--- config.mk ---
export PLATFORM = sky130hd
export DESIGN_NAME = ika9958_cpuif_flat
export DESIGN_NICKNAME = d
export VERILOG_FILES = /design/src/rtl/ika9958_cpuif_if.sv /design/src/rtl/ika9958_cpuif.sv /design/src/flat_wrapper.sv
export SDC_FILE = /design/constraint.sdc
export NUM_CORES = 1
export LEC_CHECK = 0
export ABC_CLOCK_PERIOD_IN_PS = 3000
export CAP_MARGIN = 40
export CELL_PAD_IN_SITES_DETAIL_PLACEMENT = 0
export CELL_PAD_IN_SITES_GLOBAL_PLACEMENT = 1
export CORE_ASPECT_RATIO = 0.6
export CORE_MARGIN = 3
export CORE_UTILIZATION = 32
export DETAILED_ROUTE_END_ITERATION = 8
export GPL_TIMING_DRIVEN = 0
export PLACE_DENSITY = 0.71
export SYNTH_ARGS = -nofsm -noshare
export SYNTH_HDL_FRONTEND = slang
export SYNTH_SLANG_ARGS = --single-unit
--- constraint.sdc ---
create_clock -name i_XTAL1 -period 3 [get_ports i_XTAL1]
set_clock_uncertainty 0.05 [all_clocks]
set_input_delay 0.75 -clock i_XTAL1 [delete_from_list [all_inputs] [get_ports i_XTAL1]]
set_output_delay 0.75 -clock i_XTAL1 [all_outputs]
set_load 0.02 [all_outputs]
--- src/rtl/ika9958_cpuif_if.sv ---
// CPU-side bus, register/palette write ports and VRAM request channel of the VDP CPU interface.
// slave is the interface block itself; master is the surrounding environment.
interface ika9958_cpuif_if;
  logic        i_CSW_n;
  logic        i_CSR_n;
  logic [1:0]  i_MODE;
  logic [7:0]  i_CD;
  logic [7:0]  o_CD;
  logic        o_CD_OE;
  logic        o_REG_WR;
  logic [5:0]  o_REG_ADDR;
  logic [7:0]  o_REG_DATA;
  logic        o_PAL_WR;
  logic [3:0]  o_PAL_ADDR;
  logic [8:0]  o_PAL_DATA;
  logic [3:0]  o_STATUS_SEL;
  logic [7:0]  i_STATUS_DATA;
  logic        o_STATUS_RD;
  logic        o_VRAM_REQ;
  logic        o_VRAM_WE;
  logic [16:0] o_VRAM_ADDR;
  logic [7:0]  o_VRAM_WDATA;
  logic        i_VRAM_ACK;
  logic [7:0]  i_VRAM_RDATA;

  modport slave (
    input  i_CSW_n, i_CSR_n, i_MODE, i_CD, i_STATUS_DATA, i_VRAM_ACK, i_VRAM_RDATA,
    output o_CD, o_CD_OE, o_REG_WR, o_REG_ADDR, o_REG_DATA, o_PAL_WR, o_PAL_ADDR, o_PAL_DATA,
           o_STATUS_SEL, o_STATUS_RD, o_VRAM_REQ, o_VRAM_WE, o_VRAM_ADDR, o_VRAM_WDATA
  );

  modport master (
    output i_CSW_n, i_CSR_n, i_MODE, i_CD, i_STATUS_DATA, i_VRAM_ACK, i_VRAM_RDATA,
    input  o_CD, o_CD_OE, o_REG_WR, o_REG_ADDR, o_REG_DATA, o_PAL_WR, o_PAL_ADDR, o_PAL_DATA,
           o_STATUS_SEL, o_STATUS_RD, o_VRAM_REQ, o_VRAM_WE, o_VRAM_ADDR, o_VRAM_WDATA
  );
endinterface

--- src/rtl/ika9958_cpuif.sv ---
// VDP CPU port decoder: strobe sync, two-byte register/address/palette sequences,
// indirect register port and the VRAM access pointer with its request channel.
module ika9958_cpuif #(
  parameter int unsigned NREG = 47
) (
  input logic            i_XTAL1,
  input logic            i_RST,
  input logic            i_CEN,
  ika9958_cpuif_if.slave bus
);

  localparam logic [6:0] NregLim = 7'(NREG);

  typedef struct packed {
    logic        csw_s1;
    logic        csw_s2;
    logic        csw_e;
    logic        csr_s1;
    logic        csr_s2;
    logic        csr_e;
    logic        rd_kill;
    logic [1:0]  rd_mode;
    logic        p1_flag;
    logic [7:0]  p1_latch;
    logic        pal_flag;
    logic [5:0]  pal_latch;
    logic [2:0]  r14;
    logic [3:0]  r15;
    logic [7:0]  r16;
    logic [7:0]  r17;
    logic [16:0] ptr;
    logic [7:0]  rd_latch;
    logic        req;
    logic        we;
    logic [16:0] vaddr;
    logic [7:0]  wdata;
    logic        reg_wr;
    logic [5:0]  reg_addr;
    logic [7:0]  reg_data;
    logic        pal_wr;
    logic [3:0]  pal_addr;
    logic [8:0]  pal_data;
    logic        status_rd;
  } state_t;

  state_t st_q, st_d;

  logic       wr_ev, rd_ev, csr_fall, csr_rise;
  logic       rw_en;
  logic [5:0] rw_num;
  logic [7:0] rw_data;
  logic [7:0] cd_mux;

  assign wr_ev    = st_q.csw_e & ~st_q.csw_s2;
  assign csr_fall = st_q.csr_e & ~st_q.csr_s2;
  assign csr_rise = ~st_q.csr_e & st_q.csr_s2;
  assign rd_ev    = csr_rise & ~st_q.rd_kill;

  always_ff @(posedge i_XTAL1) begin
    if (i_RST) begin
      st_q        <= '0;
      st_q.csw_s1 <= 1'b1;
      st_q.csw_s2 <= 1'b1;
      st_q.csw_e  <= 1'b1;
      st_q.csr_s1 <= 1'b1;
      st_q.csr_s2 <= 1'b1;
      st_q.csr_e  <= 1'b1;
    end else if (i_CEN) begin
      st_q <= st_d;
    end
  end

  always_comb begin
    st_d           = st_q;
    st_d.csw_s1    = bus.i_CSW_n;
    st_d.csw_s2    = st_q.csw_s1;
    st_d.csw_e     = st_q.csw_s2;
    st_d.csr_s1    = bus.i_CSR_n;
    st_d.csr_s2    = st_q.csr_s1;
    st_d.csr_e     = st_q.csr_s2;
    st_d.reg_wr    = 1'b0;
    st_d.pal_wr    = 1'b0;
    st_d.status_rd = 1'b0;
    rw_en          = 1'b0;
    rw_num         = '0;
    rw_data        = '0;

    if (csr_fall) st_d.rd_mode = bus.i_MODE;
    // A read overlapping a write strobe is dropped when its rising edge arrives.
    if (!st_q.csw_s2 && !st_q.csr_s2) st_d.rd_kill = 1'b1;
    else if (csr_rise)                st_d.rd_kill = 1'b0;

    if (st_q.req && bus.i_VRAM_ACK) begin
      st_d.req = 1'b0;
      st_d.ptr = st_q.ptr + 17'd1;
      if (!st_q.we) st_d.rd_latch = bus.i_VRAM_RDATA;
    end

    if (wr_ev) begin
      unique case (bus.i_MODE)
        2'd0: begin
          if (!st_q.req) begin
            st_d.p1_flag = 1'b0;
            st_d.req     = 1'b1;
            st_d.we      = 1'b1;
            st_d.vaddr   = st_q.ptr;
            st_d.wdata   = bus.i_CD;
          end
        end
        2'd1: begin
          if (!st_q.p1_flag) begin
            st_d.p1_flag  = 1'b1;
            st_d.p1_latch = bus.i_CD;
          end else begin
            st_d.p1_flag = 1'b0;
            if (bus.i_CD[7]) begin
              rw_en   = 1'b1;
              rw_num  = bus.i_CD[5:0];
              rw_data = st_q.p1_latch;
            end else begin
              st_d.ptr = {st_q.r14, bus.i_CD[5:0], st_q.p1_latch};
              if (!bus.i_CD[6] && !st_q.req) begin
                st_d.req   = 1'b1;
                st_d.we    = 1'b0;
                st_d.vaddr = {st_q.r14, bus.i_CD[5:0], st_q.p1_latch};
              end
            end
          end
        end
        2'd2: begin
          if (!st_q.pal_flag) begin
            st_d.pal_flag  = 1'b1;
            st_d.pal_latch = {bus.i_CD[6:4], bus.i_CD[2:0]};
          end else begin
            st_d.pal_flag = 1'b0;
            st_d.pal_wr   = 1'b1;
            st_d.pal_addr = st_q.r16[3:0];
            st_d.pal_data = {bus.i_CD[2:0], st_q.pal_latch};
            st_d.r16      = {st_q.r16[7:4], st_q.r16[3:0] + 4'd1};
          end
        end
        2'd3: begin
          if (st_q.r17[5:0] != 6'd17) begin
            rw_en   = 1'b1;
            rw_num  = st_q.r17[5:0];
            rw_data = bus.i_CD;
          end
          if (!st_q.r17[7]) st_d.r17[5:0] = st_q.r17[5:0] + 6'd1;
        end
      endcase
    end else if (rd_ev) begin
      case (st_q.rd_mode)
        2'd0: begin
          if (!st_q.req) begin
            st_d.p1_flag = 1'b0;
            st_d.req     = 1'b1;
            st_d.we      = 1'b0;
            st_d.vaddr   = st_q.ptr;
          end
        end
        2'd1: begin
          st_d.p1_flag   = 1'b0;
          st_d.status_rd = 1'b1;
        end
        default: ;
      endcase
    end

    // Shared register write path for port 1 and the indirect port 3.
    if (rw_en) begin
      if ({1'b0, rw_num} < NregLim) begin
        st_d.reg_wr   = 1'b1;
        st_d.reg_addr = rw_num;
        st_d.reg_data = rw_data;
      end
      case (rw_num)
        6'd14: st_d.r14 = rw_data[2:0];
        6'd15: st_d.r15 = rw_data[3:0];
        6'd16: begin
          st_d.r16      = rw_data;
          st_d.pal_flag = 1'b0;
        end
        6'd17: st_d.r17 = rw_data;
        default: ;
      endcase
    end
  end

  always_comb begin
    cd_mux = 8'hFF;
    case (bus.i_MODE)
      2'd0:    cd_mux = st_q.rd_latch;
      2'd1:    cd_mux = bus.i_STATUS_DATA;
      default: cd_mux = 8'hFF;
    endcase
  end

  assign bus.o_CD_OE      = ~bus.i_CSR_n;
  assign bus.o_CD         = bus.i_CSR_n ? 8'h00 : cd_mux;
  assign bus.o_REG_WR     = st_q.reg_wr;
  assign bus.o_REG_ADDR   = st_q.reg_addr;
  assign bus.o_REG_DATA   = st_q.reg_data;
  assign bus.o_PAL_WR     = st_q.pal_wr;
  assign bus.o_PAL_ADDR   = st_q.pal_addr;
  assign bus.o_PAL_DATA   = st_q.pal_data;
  assign bus.o_STATUS_SEL = st_q.r15;
  assign bus.o_STATUS_RD  = st_q.status_rd;
  assign bus.o_VRAM_REQ   = st_q.req;
  assign bus.o_VRAM_WE    = st_q.we;
  assign bus.o_VRAM_ADDR  = st_q.vaddr;
  assign bus.o_VRAM_WDATA = st_q.wdata;

endmodule

--- src/flat_wrapper.sv ---
// flat-port wrapper written by rule: the top's interface ports become plain ports
module ika9958_cpuif_flat 
#(
  parameter int unsigned NREG = 47
)
  (i_XTAL1, i_RST, i_CEN, bus_i_CSW_n, bus_i_CSR_n, bus_i_MODE, bus_i_CD, bus_i_STATUS_DATA, bus_i_VRAM_ACK, bus_i_VRAM_RDATA, bus_o_CD, bus_o_CD_OE, bus_o_REG_WR, bus_o_REG_ADDR, bus_o_REG_DATA, bus_o_PAL_WR, bus_o_PAL_ADDR, bus_o_PAL_DATA, bus_o_STATUS_SEL, bus_o_STATUS_RD, bus_o_VRAM_REQ, bus_o_VRAM_WE, bus_o_VRAM_ADDR, bus_o_VRAM_WDATA);
  ika9958_cpuif_if bus_i ();
  input logic i_XTAL1;
  input logic i_RST;
  input logic i_CEN;
  input wire logic [$bits(bus_i.i_CSW_n)-1:0] bus_i_CSW_n;
  input wire logic [$bits(bus_i.i_CSR_n)-1:0] bus_i_CSR_n;
  input wire logic [$bits(bus_i.i_MODE)-1:0] bus_i_MODE;
  input wire logic [$bits(bus_i.i_CD)-1:0] bus_i_CD;
  input wire logic [$bits(bus_i.i_STATUS_DATA)-1:0] bus_i_STATUS_DATA;
  input wire logic [$bits(bus_i.i_VRAM_ACK)-1:0] bus_i_VRAM_ACK;
  input wire logic [$bits(bus_i.i_VRAM_RDATA)-1:0] bus_i_VRAM_RDATA;
  output wire logic [$bits(bus_i.o_CD)-1:0] bus_o_CD;
  output wire logic [$bits(bus_i.o_CD_OE)-1:0] bus_o_CD_OE;
  output wire logic [$bits(bus_i.o_REG_WR)-1:0] bus_o_REG_WR;
  output wire logic [$bits(bus_i.o_REG_ADDR)-1:0] bus_o_REG_ADDR;
  output wire logic [$bits(bus_i.o_REG_DATA)-1:0] bus_o_REG_DATA;
  output wire logic [$bits(bus_i.o_PAL_WR)-1:0] bus_o_PAL_WR;
  output wire logic [$bits(bus_i.o_PAL_ADDR)-1:0] bus_o_PAL_ADDR;
  output wire logic [$bits(bus_i.o_PAL_DATA)-1:0] bus_o_PAL_DATA;
  output wire logic [$bits(bus_i.o_STATUS_SEL)-1:0] bus_o_STATUS_SEL;
  output wire logic [$bits(bus_i.o_STATUS_RD)-1:0] bus_o_STATUS_RD;
  output wire logic [$bits(bus_i.o_VRAM_REQ)-1:0] bus_o_VRAM_REQ;
  output wire logic [$bits(bus_i.o_VRAM_WE)-1:0] bus_o_VRAM_WE;
  output wire logic [$bits(bus_i.o_VRAM_ADDR)-1:0] bus_o_VRAM_ADDR;
  output wire logic [$bits(bus_i.o_VRAM_WDATA)-1:0] bus_o_VRAM_WDATA;
  assign bus_i.i_CSW_n = bus_i_CSW_n;
  assign bus_i.i_CSR_n = bus_i_CSR_n;
  assign bus_i.i_MODE = bus_i_MODE;
  assign bus_i.i_CD = bus_i_CD;
  assign bus_i.i_STATUS_DATA = bus_i_STATUS_DATA;
  assign bus_i.i_VRAM_ACK = bus_i_VRAM_ACK;
  assign bus_i.i_VRAM_RDATA = bus_i_VRAM_RDATA;
  assign bus_o_CD = bus_i.o_CD;
  assign bus_o_CD_OE = bus_i.o_CD_OE;
  assign bus_o_REG_WR = bus_i.o_REG_WR;
  assign bus_o_REG_ADDR = bus_i.o_REG_ADDR;
  assign bus_o_REG_DATA = bus_i.o_REG_DATA;
  assign bus_o_PAL_WR = bus_i.o_PAL_WR;
  assign bus_o_PAL_ADDR = bus_i.o_PAL_ADDR;
  assign bus_o_PAL_DATA = bus_i.o_PAL_DATA;
  assign bus_o_STATUS_SEL = bus_i.o_STATUS_SEL;
  assign bus_o_STATUS_RD = bus_i.o_STATUS_RD;
  assign bus_o_VRAM_REQ = bus_i.o_VRAM_REQ;
  assign bus_o_VRAM_WE = bus_i.o_VRAM_WE;
  assign bus_o_VRAM_ADDR = bus_i.o_VRAM_ADDR;
  assign bus_o_VRAM_WDATA = bus_i.o_VRAM_WDATA;
  ika9958_cpuif #(.NREG(NREG)) u_core (.i_XTAL1(i_XTAL1), .i_RST(i_RST), .i_CEN(i_CEN), .bus(bus_i));
endmodule
* Word level (Yosys, flattened, before mapping)
Cells that the tools add are included.
** Storage, ports and cells
- Flip-flop bits (word level) :: 130
- Input bits :: 32
- Output and inout port bits :: 70
** Cells by class
- Add/sub/neg operators :: 3
- $lt $le $gt $ge :: 1
- Eq/ne operators :: 15
- Multiplexer cells :: 62
- Bitwise operators :: 13
- Reduce and logical (&&, ||, !) cells :: 26
** Operator list (count)
- $mux W19 :: 7
- $mux W8 :: 8
- $mux W17 :: 3
- $mux W14 :: 3
- $mux W6 :: 7
- $pmux W19 S2 :: 1
- $pmux W8 S2 :: 2
- $mux W15 :: 2
- $mux W27 :: 1
- $mux W26 :: 1
- $mux W23 :: 1
- $reduce_and A4 Y1 :: 5
- $add A17 B1 Y17 const B :: 1
- $mux W1 :: 16
- $mux W16 :: 1
- $reduce_and A3 Y1 :: 5
- $mux W7 :: 2
- $eq A6 B4 Y1 const B :: 2
- $eq A6 B5 Y1 const B :: 2
- $mux W4 :: 3
- $pmux W6 S2 :: 1
- $ne A3 B3 Y1 const B :: 3
- $not A1 Y1 :: 9
- $reduce_and A9 Y1 :: 1
- other kinds (16) :: 33

* Longest topological paths before layout
Gate-level depths: netlist (run 1).
- Word-level depth :: 8
- Mapped depth :: 10
- Depth with buffers taken out :: 8

* Least setup slack after synthesis (run 1)
Ideal clock, no wire load.
- Path kind :: input to output
- Start point :: in bus_i_MODE[0]
- End point :: out bus_o_CD[0]
- Arrival time :: 1.874 ns
- Data required time :: 2.200 ns
- Slack :: 0.326 ns
- Stages :: 5
- Cells stage by stage :: buf_2 > clkbuf_1 > buf_1 > a211oi_1 > nor2_1
** On the way
- Cells in the longest elaborated chain, start to end :: 3
** RTL lines
- start: declaration :: RTL line flat_wrapper.sv:13 : input wire logic [$bits(bus_i.i_MODE)-1:0] bus_i_MODE;
- $eq A2 B1 Y1 or $logic_not A2 Y1 (tied branches) :: RTL line ika9958_cpuif.sv:191 : case (bus.i_MODE)
- $pmux W8 S2 (*) :: RTL line ika9958_cpuif.sv:191
- $mux W8 (*) :: RTL line ika9958_cpuif.sv:199 : assign bus.o_CD = bus.i_CSR_n ? 8'h00 : cd_mux;
- end: declaration :: RTL line flat_wrapper.sv:18 : output wire logic [$bits(bus_i.o_CD)-1:0] bus_o_CD;
Mark *: on every way between the ends. The rest lies on a longest branch, timed or not.

* Worst setup path after layout (run 1)
- Start point :: in i_CEN
- End point :: reg u_core.st_q[123] in the netlist's numbering
** On the way
- Cells in the longest elaborated chain, start to end :: 1
** RTL lines
- start: declaration :: RTL line flat_wrapper.sv:10 : input logic i_CEN;
- $reduce_and A2 Y1 (no line)
- end signal: assignment :: RTL line ika9958_cpuif.sv:69 : st_q <= st_d;
- end: declaration :: RTL line ika9958_cpuif.sv:46 : state_t st_q, st_d;
Every way passes these cells.
A chain may end at the register's enable or synchronous reset.

==> results of run 1 <==
## power by group through the flow
stage / sequential (mW) / clock (mW) / combinational [mW]
2_1_floorplan: 1.73 / 0 / 0.186
3_3_place_gp: 1.74 / 0 / 0.350
3_5_place_dp: 1.74 / 0 / 0.348
4_1_cts: 1.70 / 2.21 / 0.348
5_1_grt: 1.71 / 2.28 / 0.377
6_report: 1.70 / 2.17 / 0.353
## logic make-up (layout without fill, tap and decap cells)
kind of cell	after synthesis	in the layout	share of synthesized area, %
AOI/OAI and AO/OA	188	188	19.7
adders and majority gates	5	5	0.980
buffers and inverters	123	255	11.0
DFF	125	125	39.2
muxes	30	30	4.70
and+or+nand+nor	317	317	24.4
## layout by cell type (no fill, tap or decap), types with 6 or more instances in the layout
cell type and count:
nand2_1 93, nand4_1 12, dfxtp_1 125, and2_1 6, a221oi_1 18, buf_4 62
o21ai_0 24, or3_1 19, clkbuf_16 17, a22oi_1 16, o22ai_1 7, nor2b_1 15
mux2i_1 30, a211oi_1 17, o31ai_1 9, inv_1 10, clkbuf_2 11, clkdlybuf4s50_1 85
clkbuf_1 41, a21o_1 6, nor3_1 25, nor2_1 87, nand3b_1 13, nand3_1 12
a21oi_1 49
## flip-flops by register name, indices dropped and copies added (netlist names)
register	count
u_core.bus.o_VRAM_WE	1
u_core.bus.o_REG_ADDR	6
u_core.bus.o_VRAM_WDATA	8
u_core.bus.o_VRAM_ADDR	17
u_core.bus.o_STATUS_SEL	4
u_core.st_d	4
u_core.bus.o_PAL_WR	1
u_core.bus.o_REG_DATA	8
u_core.bus.o_VRAM_REQ	1
u_core.bus.o_PAL_ADDR	4
u_core.bus.o_REG_WR	1
u_core.st_q	60
u_core.bus.o_PAL_DATA	9
u_core.bus.o_STATUS_RD	1
## metrics by stage
| stage | setup TNS [ps] | std cells |
|---|---|---|
| after floorplan | 0 | 788 |
| after global placement | -33930 | 1149 |
| after detailed placement | -31030 | 1150 |
| after CTS | 0 | 1182 |
| after global routing | 0 | 1186 |
| final | 0 | 1186 |
## worst min-delay path by stage
stage,start,end,slack [ps]
final,u_core.st_q[64]$_SDFFE_PP0P_,u_core.st_q[64]$_SDFFE_PP0P_,400
after global routing,u_core.bus.o_PAL_ADDR[0]$_SDFFE_PP0P_,u_core.bus.o_PAL_ADDR[0]$_SDFFE_PP0P_,420
after CTS,u_core.st_q[64]$_SDFFE_PP0P_,u_core.st_q[64]$_SDFFE_PP0P_,400
after detailed placement,u_core.st_q[64]$_SDFFE_PP0P_,u_core.st_q[64]$_SDFFE_PP0P_,400
after global placement,u_core.st_q[62]$_SDFFE_PP0P_,u_core.st_q[62]$_SDFFE_PP0P_,390
after floorplan,u_core.st_q[105]$_SDFFE_PP0P_,u_core.bus.o_PAL_DATA[0]$_SDFFE_PP0P_,380
## area by class of cell
cell class,instances,area [um^2],share of cell area [%]
buffer,113,682,8.15
timing repair buffer,100,957,11.4
clock inverter,9,134,1.60
inverter,10,37.5,0.449
tap,266,333,3.98
sequential,125,2500,29.9
clock buffer,23,488,5.83
multi-input combinational,540,3230,38.6
## layer usage
layer	wire length [um]	up-vias
met1	11600	2887
li1	-	3008
met4	222	0
met5	0	-
met2	8410	246
met3	2130	21
## worst register-to-register path, delay by kind of cell, from the launching register on
kind	cells	cell delay [ps]
AND/OR/NAND/NOR	4	1460
AO/OA/AOI/OAI	2	480
flip-flops	1	450
adder cells (fa/ha/maj)	1	210
## what timing repair did
action | 4_1_cts | 5_1_grt
hold buffers | 0 | 0
cloned | 0 | 0
gates resized for setup | 26 | 26
setup endpoints to repair | 22 | 56
pin swaps | 0 | 1
setup buffers | 0 | 4
==> impl_results.md, run 1 <==
- Reg power frac: 40.3%
- Synth Warn #: 0
- Critical Path RT: 3220 ps
- Distinct cells, synth: 63
- Initial Util: 33.1%
- Predominant post-synthesis flop cell: dfxtp_1
- Fin nets: 944
- Crit Path Max Fanout: 10
- Cell area after layout: 8370 um^2
- Top cell type's share of synthesized area: 39.2%
- Pre-CTS WS: -602 ps
- Number of synthesized flops with an enable pin: 0
- CTS tree: built
- Leak pwr: 3.17 nW
- Slew @ Worst Pin: 804 ps
- Fmax: 344 MHz
- Most common cell in the netlist: dfxtp_1
- Final core utilization: 43.4%
- R2R cell count: 7
- Total die area: 21700 um^2
- DRC: 0
- Global-route met2 utilization: 26.1%
- Largest net degree at the start of global routing: 17
- Origin of the worst setup path: i_CEN
- Share of layout cells above drive strength 1: 14.7%
- Pre-antenna DRT Iters: 6
- Comb pwr share: 8.3%
- Hold slack: 402 ps
- Final Slew Violations: 0
- Top post-synthesis cells by area: dfxtp_1 (39%), buf_4 (6.6%), nand2_1 (5.5%)
- Period utilisation layout: 96.8%
- Total GRT Usage: 20.6%
- Critical path's slowest cell: clkbuf_1
- CP endpoint: u_core.st_q[123]$_SDFFE_PP0P_
- HP Class: reg2reg
- Crit-path max cell delay: 600 ps
- R2R Setup Slk: 270 ps
- DIE HEIGHT: 115 um
- Setup Crit Path Kind: in2reg
- CP Depth: 7
- Fillers: 1982
- Clk sink count: 125
- Synth area leader: dfxtp_1
- Antenna Violating Nets Remaining: 0
- Crit path DAT: 3120 ps
- Clock buffer depth: 2
- Synth Register Bits: 125
- CP cell instances: clkdlybuf4s50_1, inv_1, clkbuf_1, clkbuf_1, nor2_1, o21bai_1, a21oi_1
- # rows: 39
- Peak VDD IR: 0.000384 V
- Reg2Reg Capture Point: u_core.st_q[85]$_SDFFE_PP0P_
- Unrepaired setup endpoints after global routing: no
- DR WL/cell: 18.9 um
- Total wire length: 22400 um
- Sequential fraction of the synthesis area: 39.2%
- DP HPWL: 16100 um
- PnR Total Power: 4.23 mW
- Routability Congestion: 0.944
- Via count: 6162
- Syn_nets: 825
- Synth cell count leaders: dfxtp_1 (125), nand2_1 (93), nor2_1 (89)
- Power Internal: 3.21 mW
- M3 GR Usage: 5.91%
- Antenna diodes: 0
- Synth-to-Final Area Change: 31.1%
- Post-route minimum period: 2900 ps
- Mapped cell area: 6380 um^2
- Initial DRC Count: 633
- Busiest grt layer: met1
- Hold-critical path depth: 2
- Core box area: 19300 um^2
- Clock slew at reported path FFs: 60 ps
- Clk pwr share: 51.4%
- Power Density: 506 nW/um^2
- Root Buffer: clkbuf_16
- Worst setup SP type: input port
- Crit path capture type: flip-flop
- Area post-placement: 7670 um^2
- Max-cap violations: 0
- Die extent in x: 188 um
- CP Buf/Inv Count: 4
- Syn_area_per_cell: 8.10 um^2
- Num CTS Buffers: 17
- Worst Setup Slack, final: 95.5 ps
- Async S/R FF share, synth: 0%
- Met1 usage: 33.2%
- Sw power: 1.02 mW
- Status: finished clean
- I/O Buffers: 95
- Worst-Skew Late Latency: 410 ps
- Aggregate global routing overflow: 0
- I/O pins: 102
- Number of global-route vias before repair: 5642
- H-tree levels: 4
- Post-Syn Instances: 788
- Initial antenna violation count: 0
- First-pass GRT wire length: 34300 um
- Setup violations, final: 0
- Cell repeated most along the worst path: clkbuf_1
- Switching Fraction: 24.1%
- Worst R2R Start: u_core.st_q[82]$_SDFFE_PP0P_
- CP top delay family: buffers and inverters
- Vias per inst: 5.20
- Final hold vios: 0
- Slew margin rel.: 45.7%
No activity file was read; power rests on OpenSTA's default activity.
==> inputs of run 2 (changes only) <==
--- a/config.mk
+++ b/config.mk
@@ -12,6 +12,7 @@
 export CORE_ASPECT_RATIO = 0.6
 export CORE_MARGIN = 3
 export CORE_UTILIZATION = 32
+export CTS_CLUSTER_SIZE = 16
 export DETAILED_ROUTE_END_ITERATION = 8
 export GPL_TIMING_DRIVEN = 0
 export PLACE_DENSITY = 0.71
==> results of run 2 <==
No change in the layout: final DEF, timing and power equal those of run 1.
